`config.mk`:
```
export PLATFORM = sky130hd
export DESIGN_NAME = fast_vram_slot_sched_flat
export DESIGN_NICKNAME = d
export VERILOG_FILES = /design/src/rtl/fast_vram_slot_sched_pkg.sv /design/src/rtl/fast_vram_slot_sched_if.sv /design/src/rtl/fast_vram_slot_sched_parse_fsm.sv /design/src/rtl/fast_vram_slot_sched.sv /design/src/flat_wrapper.sv
export SDC_FILE = /design/constraint.sdc
export NUM_CORES = 1
export LEC_CHECK = 0
export ABC_AREA = 0
export CORE_MARGIN = 8
export CORE_UTILIZATION = 48
export CTS_CLUSTER_SIZE = 20
export DETAILED_ROUTE_END_ITERATION = 12
export GPL_ROUTABILITY_DRIVEN = 0
export GPL_TIMING_DRIVEN = 0
export PLACE_DENSITY = 0.9
export SLEW_MARGIN = 20
export SYNTH_ARGS = -nofsm -noshare
export SYNTH_HDL_FRONTEND = slang
export SYNTH_SLANG_ARGS = --single-unit
```
`constraint.sdc`:
```
create_clock -name clk -period 2.28 [get_ports clk]
set_input_delay 0.456 -clock clk [delete_from_list [all_inputs] [get_ports clk]]
set_output_delay 0.456 -clock clk [all_outputs]
set_load 0.1 [all_outputs]
```
`src/rtl/fast_vram_slot_sched_pkg.sv`:
```
`default_nettype none
// ============================================================================
// Module   : fast_vram_slot_sched_pkg
// Purpose  : Shared types and constants for the fast (upper) sprite VRAM
//            slot scheduler: slot-phase and parse-state encodings, address
//            region bases and the active-list address builder.
// Ports    : none (package)
// Revision : 1.0  initial release
// ============================================================================
package fast_vram_slot_sched_pkg;

  // Slot phase within a 4-slot frame.
  typedef enum logic [1:0] {
    PH_RENDER = 2'd0,
    PH_ACTRD  = 2'd1,
    PH_PARSE  = 2'd2,
    PH_CPU    = 2'd3
  } phase_e;

  // Per-line parse engine state.
  typedef enum logic [1:0] {
    PS_IDLE  = 2'd0,
    PS_READ  = 2'd1,
    PS_EVAL  = 2'd2,
    PS_WRITE = 2'd3
  } parse_state_e;

  localparam logic [1:0] SCB3_BASE    = 2'b01;   // Y/size table, 0x200..
  localparam logic [2:0] ACTLIST_BASE = 3'b110;  // active list, 0x600..

  // Active-list word address: two 128-entry banks at 0x600 / 0x680.
  function automatic logic [10:0] actlist_addr(input logic bank, input logic [6:0] ptr);
    return {ACTLIST_BASE, bank, ptr};
  endfunction

endpackage
`default_nettype wire

```
`src/rtl/fast_vram_slot_sched_if.sv`:
```
`default_nettype none
// ============================================================================
// Module   : fast_vram_slot_sched_if
// Purpose  : CPU request/acknowledge handshake and fast-VRAM port bus.
// Signals  : cpu_req/cpu_we/cpu_addr/cpu_wdata  CPU access request (level)
//            cpu_ack                            one-CLK completion pulse
//            fvram_addr/fvram_data_out/cwe      VRAM address, write data,
//                                               active-low write enable
// Modports : slave  - the scheduler
//            master - the CPU / VRAM side
// Revision : 1.0  initial release
// ============================================================================
interface fast_vram_slot_sched_if;
  logic        cpu_req;
  logic        cpu_we;
  logic [10:0] cpu_addr;
  logic [15:0] cpu_wdata;
  logic        cpu_ack;
  logic [10:0] fvram_addr;
  logic [15:0] fvram_data_out;
  logic        cwe;

  modport slave (
    input  cpu_req, cpu_we, cpu_addr, cpu_wdata,
    output cpu_ack, fvram_addr, fvram_data_out, cwe
  );

  modport master (
    output cpu_req, cpu_we, cpu_addr, cpu_wdata,
    input  cpu_ack, fvram_addr, fvram_data_out, cwe
  );
endinterface
`default_nettype wire

```
`src/rtl/fast_vram_slot_sched_parse_fsm.sv`:
```
`default_nettype none
// ============================================================================
// Module   : fast_vram_slot_sched_parse_fsm
// Purpose  : Per-line parse engine. Walks sprite indices 0..PARSE_LAST,
//            reading each Y entry in the parse slot, and appends matching
//            indices to the active-list write bank until it is full.
// Ports    : clk, rst         clock, synchronous active-high reset
//            new_line_i       restart parse for a new line
//            slot_i           a parse-phase slot is starting this CLK
//            rvalid_i         parse read data valid, match_i sampled
//            match_i          Y-match result for the last read
//            flip_i           active-list write bank
//            acc_o/we_o       access request for this slot / is a write
//            addr_o/data_o    address and write data for the request
//            done_o           parse finished or list full
//            count_o          entries written this line
// Revision : 1.0  initial release
// ============================================================================
module fast_vram_slot_sched_parse_fsm
  import fast_vram_slot_sched_pkg::*;
#(
  parameter logic [8:0] PARSE_LAST = 9'd380,
  parameter logic [6:0] ACTIVE_MAX = 7'd96
) (
  input  wire logic        clk,
  input  wire logic        rst,
  input  wire logic        new_line_i,
  input  wire logic        slot_i,
  input  wire logic        rvalid_i,
  input  wire logic        match_i,
  input  wire logic        flip_i,
  output logic             acc_o,
  output logic             we_o,
  output logic [10:0]      addr_o,
  output logic [15:0]      data_o,
  output logic             done_o,
  output logic [6:0]       count_o
);

  parse_state_e state_q, state_d;
  logic [8:0]   idx_q, idx_d;
  logic [6:0]   wr_q, wr_d;

  always_ff @(posedge clk) begin
    if (rst) begin
      state_q <= PS_IDLE;
      idx_q   <= '0;
      wr_q    <= '0;
    end else begin
      state_q <= state_d;
      idx_q   <= idx_d;
      wr_q    <= wr_d;
    end
  end

  always_comb begin
    state_d = state_q;
    idx_d   = idx_q;
    wr_d    = wr_q;
    acc_o   = 1'b0;
    we_o    = 1'b0;
    addr_o  = {SCB3_BASE, idx_q};
    data_o  = {7'b0, idx_q};
    // A new line abandons any read in flight or pending write, and also
    // suppresses the access of a parse slot starting in the same CLK.
    if (new_line_i) begin
      state_d = PS_READ;
      idx_d   = '0;
      wr_d    = '0;
    end else begin
      case (state_q)
        PS_READ: begin
          if (slot_i) begin
            acc_o   = 1'b1;
            state_d = PS_EVAL;
          end
        end
        PS_EVAL: begin
          if (rvalid_i) begin
            if (match_i) begin
              state_d = PS_WRITE;
            end else begin
              idx_d   = idx_q + 9'd1;
              state_d = (idx_q == PARSE_LAST) ? PS_IDLE : PS_READ;
            end
          end
        end
        PS_WRITE: begin
          if (slot_i) begin
            acc_o   = 1'b1;
            we_o    = 1'b1;
            addr_o  = actlist_addr(flip_i, wr_q);
            idx_d   = idx_q + 9'd1;
            wr_d    = wr_q + 7'd1;
            state_d = ((idx_q == PARSE_LAST) || (wr_q + 7'd1 == ACTIVE_MAX)) ? PS_IDLE : PS_READ;
          end
        end
        default: ;
      endcase
    end
  end

  assign done_o  = (state_q == PS_IDLE);
  assign count_o = wr_q;

endmodule
`default_nettype wire

```
`src/rtl/fast_vram_slot_sched.sv`:
```
`default_nettype none
// ============================================================================
// Module   : fast_vram_slot_sched
// Purpose  : Time-slot scheduler for the 2K x 16 fast sprite VRAM. Each
//            4-slot frame grants the single port to render read, active-list
//            read, parse read / active-list write and CPU access.
// Ports    : clk, rst          clock, synchronous active-high reset
//            slot_en_i         one-CLK pulse per VRAM slot
//            new_line_i        restart parse for the next line
//            flip_i            active-list bank select (write=flip, read=~flip)
//            reload_rd_i       clear active-list read counter
//            render_spr_i/tbl_i render read sprite number / table
//            parse_match_i     Y-match for last parse read
//            bus               CPU handshake + VRAM address/data/CWE
//            render_rvalid_o, actrd_rvalid_o, parse_rvalid_o  read strobes
//            parse_done_o, active_count_o  parse status
// Revision : 1.0  initial release
// ============================================================================
module fast_vram_slot_sched
  import fast_vram_slot_sched_pkg::*;
#(
  parameter logic [8:0] PARSE_LAST = 9'd380,
  parameter logic [6:0] ACTIVE_MAX = 7'd96
) (
  input  wire logic              clk,
  input  wire logic              rst,
  input  wire logic              slot_en_i,
  input  wire logic              new_line_i,
  input  wire logic              flip_i,
  input  wire logic              reload_rd_i,
  input  wire logic [8:0]        render_spr_i,
  input  wire logic [1:0]        render_tbl_i,
  input  wire logic              parse_match_i,
  fast_vram_slot_sched_if.slave  bus,
  output logic                   render_rvalid_o,
  output logic                   actrd_rvalid_o,
  output logic                   parse_rvalid_o,
  output logic                   parse_done_o,
  output logic [6:0]             active_count_o
);

  phase_e      phase_q, phase_d;
  logic [6:0]  rd_q, rd_d;
  logic [10:0] addr_q, addr_d;
  logic [15:0] data_q, data_d;
  logic        cwe_q, cwe_d;
  // Which read (if any) was issued in the slot now running; the matching
  // strobe fires on the SLOT_EN that ends it, when its data is on the bus.
  logic        render_pend_q, render_pend_d;
  logic        actrd_pend_q, actrd_pend_d;
  logic        parse_pend_q, parse_pend_d;
  logic        cpu_pend_q, cpu_pend_d;

  logic        p_acc, p_we;
  logic [10:0] p_addr;
  logic [15:0] p_data;

  fast_vram_slot_sched_parse_fsm #(
    .PARSE_LAST (PARSE_LAST),
    .ACTIVE_MAX (ACTIVE_MAX)
  ) u_parse (
    .clk        (clk),
    .rst        (rst),
    .new_line_i (new_line_i),
    .slot_i     (slot_en_i && (phase_q == PH_PARSE)),
    .rvalid_i   (parse_rvalid_o),
    .match_i    (parse_match_i),
    .flip_i     (flip_i),
    .acc_o      (p_acc),
    .we_o       (p_we),
    .addr_o     (p_addr),
    .data_o     (p_data),
    .done_o     (parse_done_o),
    .count_o    (active_count_o)
  );

  always_ff @(posedge clk) begin
    if (rst) begin
      phase_q       <= PH_RENDER;
      rd_q          <= '0;
      addr_q        <= '0;
      data_q        <= '0;
      cwe_q         <= 1'b1;
      render_pend_q <= 1'b0;
      actrd_pend_q  <= 1'b0;
      parse_pend_q  <= 1'b0;
      cpu_pend_q    <= 1'b0;
    end else begin
      phase_q       <= phase_d;
      rd_q          <= rd_d;
      addr_q        <= addr_d;
      data_q        <= data_d;
      cwe_q         <= cwe_d;
      render_pend_q <= render_pend_d;
      actrd_pend_q  <= actrd_pend_d;
      parse_pend_q  <= parse_pend_d;
      cpu_pend_q    <= cpu_pend_d;
    end
  end

  always_comb begin
    phase_d       = phase_q;
    rd_d          = rd_q;
    addr_d        = addr_q;
    data_d        = data_q;
    cwe_d         = cwe_q;
    render_pend_d = render_pend_q;
    actrd_pend_d  = actrd_pend_q;
    parse_pend_d  = parse_pend_q;
    cpu_pend_d    = cpu_pend_q;
    if (slot_en_i) begin
      phase_d       = phase_e'(phase_q + 2'd1);
      cwe_d         = 1'b1;
      render_pend_d = 1'b0;
      actrd_pend_d  = 1'b0;
      parse_pend_d  = 1'b0;
      cpu_pend_d    = 1'b0;
      case (phase_q)
        PH_RENDER: begin
          addr_d        = {render_tbl_i, render_spr_i};
          render_pend_d = 1'b1;
        end
        PH_ACTRD: begin
          addr_d       = actlist_addr(~flip_i, rd_q);
          actrd_pend_d = 1'b1;
          rd_d         = rd_q + 7'd1;
        end
        PH_PARSE: begin
          if (p_acc) begin
            addr_d = p_addr;
            if (p_we) begin
              cwe_d  = 1'b0;
              data_d = p_data;
            end else begin
              parse_pend_d = 1'b1;
            end
          end
        end
        PH_CPU: begin
          if (bus.cpu_req) begin
            addr_d     = bus.cpu_addr;
            cpu_pend_d = 1'b1;
            if (bus.cpu_we) begin
              cwe_d  = 1'b0;
              data_d = bus.cpu_wdata;
            end
          end
        end
        default: ;
      endcase
    end
    if (reload_rd_i) begin
      rd_d = '0;
    end
  end

  assign bus.fvram_addr     = addr_q;
  assign bus.fvram_data_out = data_q;
  assign bus.cwe            = cwe_q;
  assign bus.cpu_ack        = slot_en_i & cpu_pend_q;
  assign render_rvalid_o    = slot_en_i & render_pend_q;
  assign actrd_rvalid_o     = slot_en_i & actrd_pend_q;
  assign parse_rvalid_o     = slot_en_i & parse_pend_q;

endmodule
`default_nettype wire

```
`src/flat_wrapper.sv`:
```
// flat-port wrapper written by rule: the top's interface ports become plain ports
module fast_vram_slot_sched_flat import fast_vram_slot_sched_pkg::*;
#(
  parameter logic [8:0] PARSE_LAST = 9'd380,
  parameter logic [6:0] ACTIVE_MAX = 7'd96
)
  (clk, rst, slot_en_i, new_line_i, flip_i, reload_rd_i, render_spr_i, render_tbl_i, parse_match_i, render_rvalid_o, actrd_rvalid_o, parse_rvalid_o, parse_done_o, active_count_o, bus_cpu_req, bus_cpu_we, bus_cpu_addr, bus_cpu_wdata, bus_cpu_ack, bus_fvram_addr, bus_fvram_data_out, bus_cwe);
  fast_vram_slot_sched_if bus_i ();
  input  wire logic clk;
  input  wire logic rst;
  input  wire logic slot_en_i;
  input  wire logic new_line_i;
  input  wire logic flip_i;
  input  wire logic reload_rd_i;
  input  wire logic [8:0] render_spr_i;
  input  wire logic [1:0] render_tbl_i;
  input  wire logic parse_match_i;
  output logic render_rvalid_o;
  output logic actrd_rvalid_o;
  output logic parse_rvalid_o;
  output logic parse_done_o;
  output logic [6:0] active_count_o;
  input wire logic [$bits(bus_i.cpu_req)-1:0] bus_cpu_req;
  input wire logic [$bits(bus_i.cpu_we)-1:0] bus_cpu_we;
  input wire logic [$bits(bus_i.cpu_addr)-1:0] bus_cpu_addr;
  input wire logic [$bits(bus_i.cpu_wdata)-1:0] bus_cpu_wdata;
  output wire logic [$bits(bus_i.cpu_ack)-1:0] bus_cpu_ack;
  output wire logic [$bits(bus_i.fvram_addr)-1:0] bus_fvram_addr;
  output wire logic [$bits(bus_i.fvram_data_out)-1:0] bus_fvram_data_out;
  output wire logic [$bits(bus_i.cwe)-1:0] bus_cwe;
  assign bus_i.cpu_req = bus_cpu_req;
  assign bus_i.cpu_we = bus_cpu_we;
  assign bus_i.cpu_addr = bus_cpu_addr;
  assign bus_i.cpu_wdata = bus_cpu_wdata;
  assign bus_cpu_ack = bus_i.cpu_ack;
  assign bus_fvram_addr = bus_i.fvram_addr;
  assign bus_fvram_data_out = bus_i.fvram_data_out;
  assign bus_cwe = bus_i.cwe;
  fast_vram_slot_sched #(.PARSE_LAST(PARSE_LAST), .ACTIVE_MAX(ACTIVE_MAX)) u_core (.clk(clk), .rst(rst), .slot_en_i(slot_en_i), .new_line_i(new_line_i), .flip_i(flip_i), .reload_rd_i(reload_rd_i), .render_spr_i(render_spr_i), .render_tbl_i(render_tbl_i), .parse_match_i(parse_match_i), .bus(bus_i), .render_rvalid_o(render_rvalid_o), .actrd_rvalid_o(actrd_rvalid_o), .parse_rvalid_o(parse_rvalid_o), .parse_done_o(parse_done_o), .active_count_o(active_count_o));
endmodule
```
# Word level (Yosys, flattened, before mapping)
# Cells that the tools add are included.
[totals]
wordCells = 98
input_bits = 47
register_bits = 59
output_inout_bits = 40
[op_classes]
bitwise = 5
n_addsub = 4
n_eq_ne = 19
reduce_logical = 18
mux = 39
[op_table]
columns = ["operator", "count"]
rows = [
  ["two-way mux 16 bit", 4],
  ["two-way mux 11 bit", 5],
  ["one-hot mux 11 bit (4 select lines)", 1],
  ["one-hot mux 16 bit (2 select lines)", 1],
  ["two-way mux 9 bit", 3],
  ["two-way mux 1 bit", 18],
  ["one-hot mux 9 bit (2 select lines)", 1],
  ["adder 7 x 1 -> 7 bit (second input constant)", 2],
  ["inequality test 2 bit (second input constant)", 6],
  ["AND reduction 4 bit", 3],
  ["adder 9 x 1 -> 9 bit (second input constant)", 1],
  ["equality test 9 bit (second input constant)", 1],
  ["inequality test 3 bit (second input constant)", 3],
  ["equality test 2 bit (second input constant)", 4],
  ["two-way mux 2 bit", 4],
  ["equality test 7 bit (second input constant)", 1],
  ["one-hot mux 2 bit (3 select lines)", 1],
  ["AND reduction 6 bit", 1],
  ["OR reduction 2 bit", 3],
  ["bitwise AND 1 bit", 4],
  ["equality test 2 x 1 -> 1 bit (second input constant)", 2],
  ["zero test 2 bit", 2],
  ["inequality test 2 x 1 -> 1 bit (second input constant)", 2],
  ["AND reduction 2 bit", 2],
  ["9 further kinds", 10],
]

# Depth between registers and ports, before layout
[depth]
depth_word = 8
ltp_mapped = 10
mapped_depth_nobuf = 7

# Cells and area by module
# Synthesis repeated with hierarchy kept, for this count alone.
[hier_totals]
cells_unflattened = 409
area_unflattened_um2 = 3567.2
[by_module_without_submodules]
columns = ["mod", "cells_per_inst", "instances", "area_per_inst_um2", "seq_area_each_um2"]
rows = [
  ["fast_vram_slot_sched", 260, 1, 2259.7, 820.8],
  ["fast_vram_slot_sched_parse_fsm", 149, 1, 1307.5, 360.3],
]

# Worst setup path after synthesis
# OpenSTA, ideal clock, no wires.
[synth_timing]
kind = "input to output"
startpoint = "input port slot_en_i"
endpoint = "output port parse_rvalid_o"
setup_slack_ps = -178
required_time_ps = 1824
stages = 3
t_arrival_ps = 2002
n_path_buf = 1
path_cell_list = "buf_2 -> inv_2 -> nor2_1"
[synth_between]
elab_chain_len = 1
[synth_lines]
columns = ["item", "line", "rtl"]
rows = [
  ["from (decl)", "flat_wrapper.sv:11", "input wire logic slot_en_i;"],
  ["bitwise AND 1 bit", "fast_vram_slot_sched.sv:163", "assign parse_rvalid_o = slot_en_i & parse_pend_q;"],
  ["to (decl)", "flat_wrapper.sv:20", "output logic parse_rvalid_o;"],
]
# No other way between the ends.

# Worst setup path after layout
[layout_timing]
startpoint = "register u_core.u_parse.state_q[0]"
endpoint = "output port parse_done_o"
[layout_between]
elab_chain_len = 1
[layout_lines]
columns = ["item", "line", "rtl"]
rows = [
  ["from (decl)", "fast_vram_slot_sched_parse_fsm.sv:40", "parse_state_e state_q, state_d;"],
  ["from (signal assigned)", "fast_vram_slot_sched_parse_fsm.sv:50", "state_q <= state_d;"],
  ["zero test 2 bit", "fast_vram_slot_sched_parse_fsm.sv:103", "assign done_o = (state_q == PS_IDLE);"],
  ["to (decl)", "flat_wrapper.sv:21", "output logic parse_done_o;"],
]
# No other way between the ends.

==> impl_metrics.ini <==
[outcome]
outcome = complete, no violations

[clock_network]
cts.path.max_buffers = 2
post_cts_buffers = 0
holdBufCountCts = 0
cts_buffers = 9
cts_tree = built
cts_num_sinks = 59
worst_skew_pair.late_latency_ns = 0.34
cts-root-buf = clkbuf_8
htree_levels = 3
clkSlewWorstSetupHoldPaths_ns = 0.07

[cells_and_area]
multi_input_area_um2 = 1670
area_growth_pct = 36.2
layout_commonest_cell = dfxtp_1
layout_common_cells = dfxtp_1, nor2_1, clkdlybuf4s50_1
ff_latch_area_um2 = 1180
fin_nets = 514
fill_cells = 488
diodes = 0
drive_gt1_frac = 0.104
fin_util = 0.667
design_area_um2 = 4170

[timing]
timing.slew.headroom = 0.340
rsz0062_at_grt = no
finalHoldWorstSlack_ns = 0.446
tightest_slew_ns = 0.993
finClkSkew_ns = 0.00808
fin_crit_sh = 0.972
setup_violations = 0
setup_tns_ns = 0
finalHoldViolCount = 0
period_needed_ns = 2.22
finalMaxSlewViolations = 0
max_freq_mhz = 451

[global_route]
grt_pass1_vias = 2959
grt_use_total = 0.196
grt_max_degree = 11
grt_pass1_wl_mm = 13.9
gr-total-overflow = 0
antenna_found_initial = 0

[detailed_routing]
viasPerCell = 5.63
routed_wl_mm = 8.86
wl_per_cell_um = 16.5
final_antenna_net_count = 0
drtPass1Iterations = 5
drtIter0Drc = 167
vias = 3023
drc = 0

[synth]
seq_area_frac_synth = 0.386
avgSynthCellArea_um2 = 8.52
ys.warnings.count = 0
synth_nets = 418
ys_seq_elements = 59
syn_inst = 359
ys_types = 43
syn_area_um2 = 3060

[pwr]
leakage_nw = 1.76
worst_ir_drop_vdd_mv = 0.381
p_per_area_nw_per_um2 = 635
combPwrFrac = 0.231
clockPowerShare = 0.356
seqPwrFrac = 0.413
power.internal_mw = 1.79
power_switching_uw = 854
total_power_mw = 2.65
switching_share = 0.323

[worst_setup_path]
worstSetupEndpointType = output port
start_kind = register
required_ns = 1.82
cp_max_fo = 4
worstSetupStartpoint = u_core.u_parse.state_q[0]$_SDFFE_PP0P_
r2r_start = u_core.phase_q[0]$_SDFFE_PP0P_
path_class = reg -> out
crit_arrival_ns = 1.76

[floorplanning]
rows = 29
dieWidth_um = 95.8
boundaryPins = 87
core_area_um2 = 6240
fp.dieArea_um2 = 9180
initial_core_util = 0.490
die-height_um = 95.8

[worst_hold_path]
min_path_type = reg -> reg
hp-start = u_core.bus.fvram_data_out[12]$_SDFFE_PP0P_

[place]
port_buffers = 85
placed_area_um2 = 4010
dp_hpwl_mm = 6.76

[flow_run]
maxCapViolCount = 0
-- cell usage after synthesis (all sizes together) --
cell type | instances | area [µm²]
inv | 21 | 78.8
xnor2 | 8 | 70.1
buf | 14 | 83.8
o21bai | 2 | 15.0
a2111oi | 2 | 55.1
ha | 12 | 150
clkbuf | 12 | 45.0
mux2i | 14 | 144
nor3 | 4 | 20.0
xor2 | 12 | 105
a21oi | 27 | 135
nor2 | 46 | 173
a221o | 9 | 90.1
o221ai | 1 | 8.76
o32ai | 1 | 8.76
and4b | 1 | 10.0
or3 | 2 | 12.5
a2bb2oi | 1 | 8.76
nand2 | 37 | 139
o21ai | 3 | 15.0
nand2b | 1 | 6.26
nand4 | 3 | 18.8
a31oi | 1 | 6.26
a22oi | 1 | 7.51
a221oi | 9 | 78.8
nand3 | 22 | 110
nor4b | 1 | 8.76
or2 | 2 | 12.5
nand3b | 1 | 7.51
nand4b | 1 | 8.76
and3 | 2 | 12.5
a211oi | 13 | 103
dfxtp | 59 | 1180
nor4 | 1 | 6.26
mux2 | 8 | 90.1
o21a | 1 | 7.51
and2 | 4 | 25.0
-- area by class of cell --
cell class | instances | share of cell area
tap | 77 | 0.0231
buffer | 26 | 0.0312
clock inverter | 5 | 0.0126
sequential | 59 | 0.284
multi-input combinational | 253 | 0.401
timing repair buffer | 85 | 0.195
clock buffer | 11 | 0.0339
inverter | 21 | 0.0189
-- power groups by stage --
stage,clock network [mW],logic [mW],registers [mW]
floorplan,0,0.226,1.31
global placement,0,0.616,1.11
detailed placement,0,0.624,1.12
CTS,0.955,0.608,1.09
global route,1.00,0.647,1.09
finish,0.942,0.612,1.09
-- flip-flops by register name, indices dropped and copies added (netlist names) --
signal	count
u_core.bus.fvram_data_out	16
u_core.bus.fvram_addr	11
u_core.u_parse.idx_q	9
u_core.rd_q	7
u_core.u_parse.count_o	7
u_core.phase_q	2
u_core.u_parse.state_q	2
u_core.actrd_pend_q	1
u_core.bus.cwe	1
u_core.cpu_pend_q	1
u_core.parse_pend_q	1
u_core.render_pend_q	1
-- worst max-delay path, stage by stage, from the launching register on --
cell and delay, ns:
dfxtp_1 0.34, inv_1 0.10, ha_1 0.15, clkdlybuf4s15_1 0.83
-- logic make-up (layout without fill, tap and decap cells) --
logic type,Yosys count,count (layout),synth area share
AOI/OAI and AO/OA,71,71,0.176
and+or+nand+nor,128,128,0.187
xor gates and xnor gates,20,20,0.0573
muxes,22,22,0.0765
DFF,59,59,0.386
adders and majority gates,12,12,0.0491
buffers and inverters,47,148,0.0679
-- repair_timing --
action / 4_1_cts / 5_1_grt
gates resized for setup: 46 / 10
cloned: 0 / 0
endpoints found under the setup margin: 33 / 12
-- path summary, 6_finish.rpt --
| kind | slack [ns] | depth (start not counted) | to |
|---|---|---|---|
| setup / recovery | 0.06 | 3 | parse_done_o |
| hold / removal | 0.45 | 2 | u_core.bus.fvram_data_out[12]$_SDFFE_PP0P_ |
| setup reg to reg | 0.25 | 10 | u_core.bus.fvram_data_out[7]$_SDFFE_PP0P_ |
| hold reg to reg | 0.45 | 2 | u_core.bus.fvram_data_out[12]$_SDFFE_PP0P_ |
-- routing by layer --
layer  vias to the layer above  global-route usage  wire length [µm]
met3                        22              0.0499               778
met4                         0               0.117               231
met2                       144               0.326              4370
met5                         -                   0                 0
li1                       1443                   -                 -
met1                      1414               0.221              3490
-- metrics by stage --
step / std cells / worst slack, ns
6_report: 537 / 0.0628
2_1_floorplan: 359 / 0.0918
3_3_place_gp: 521 / -0.610
3_5_place_dp: 521 / -0.607
5_1_grt: 537 / 0.00168
4_1_cts: 537 / 0.000393
(Power assumes the default switching activity.)
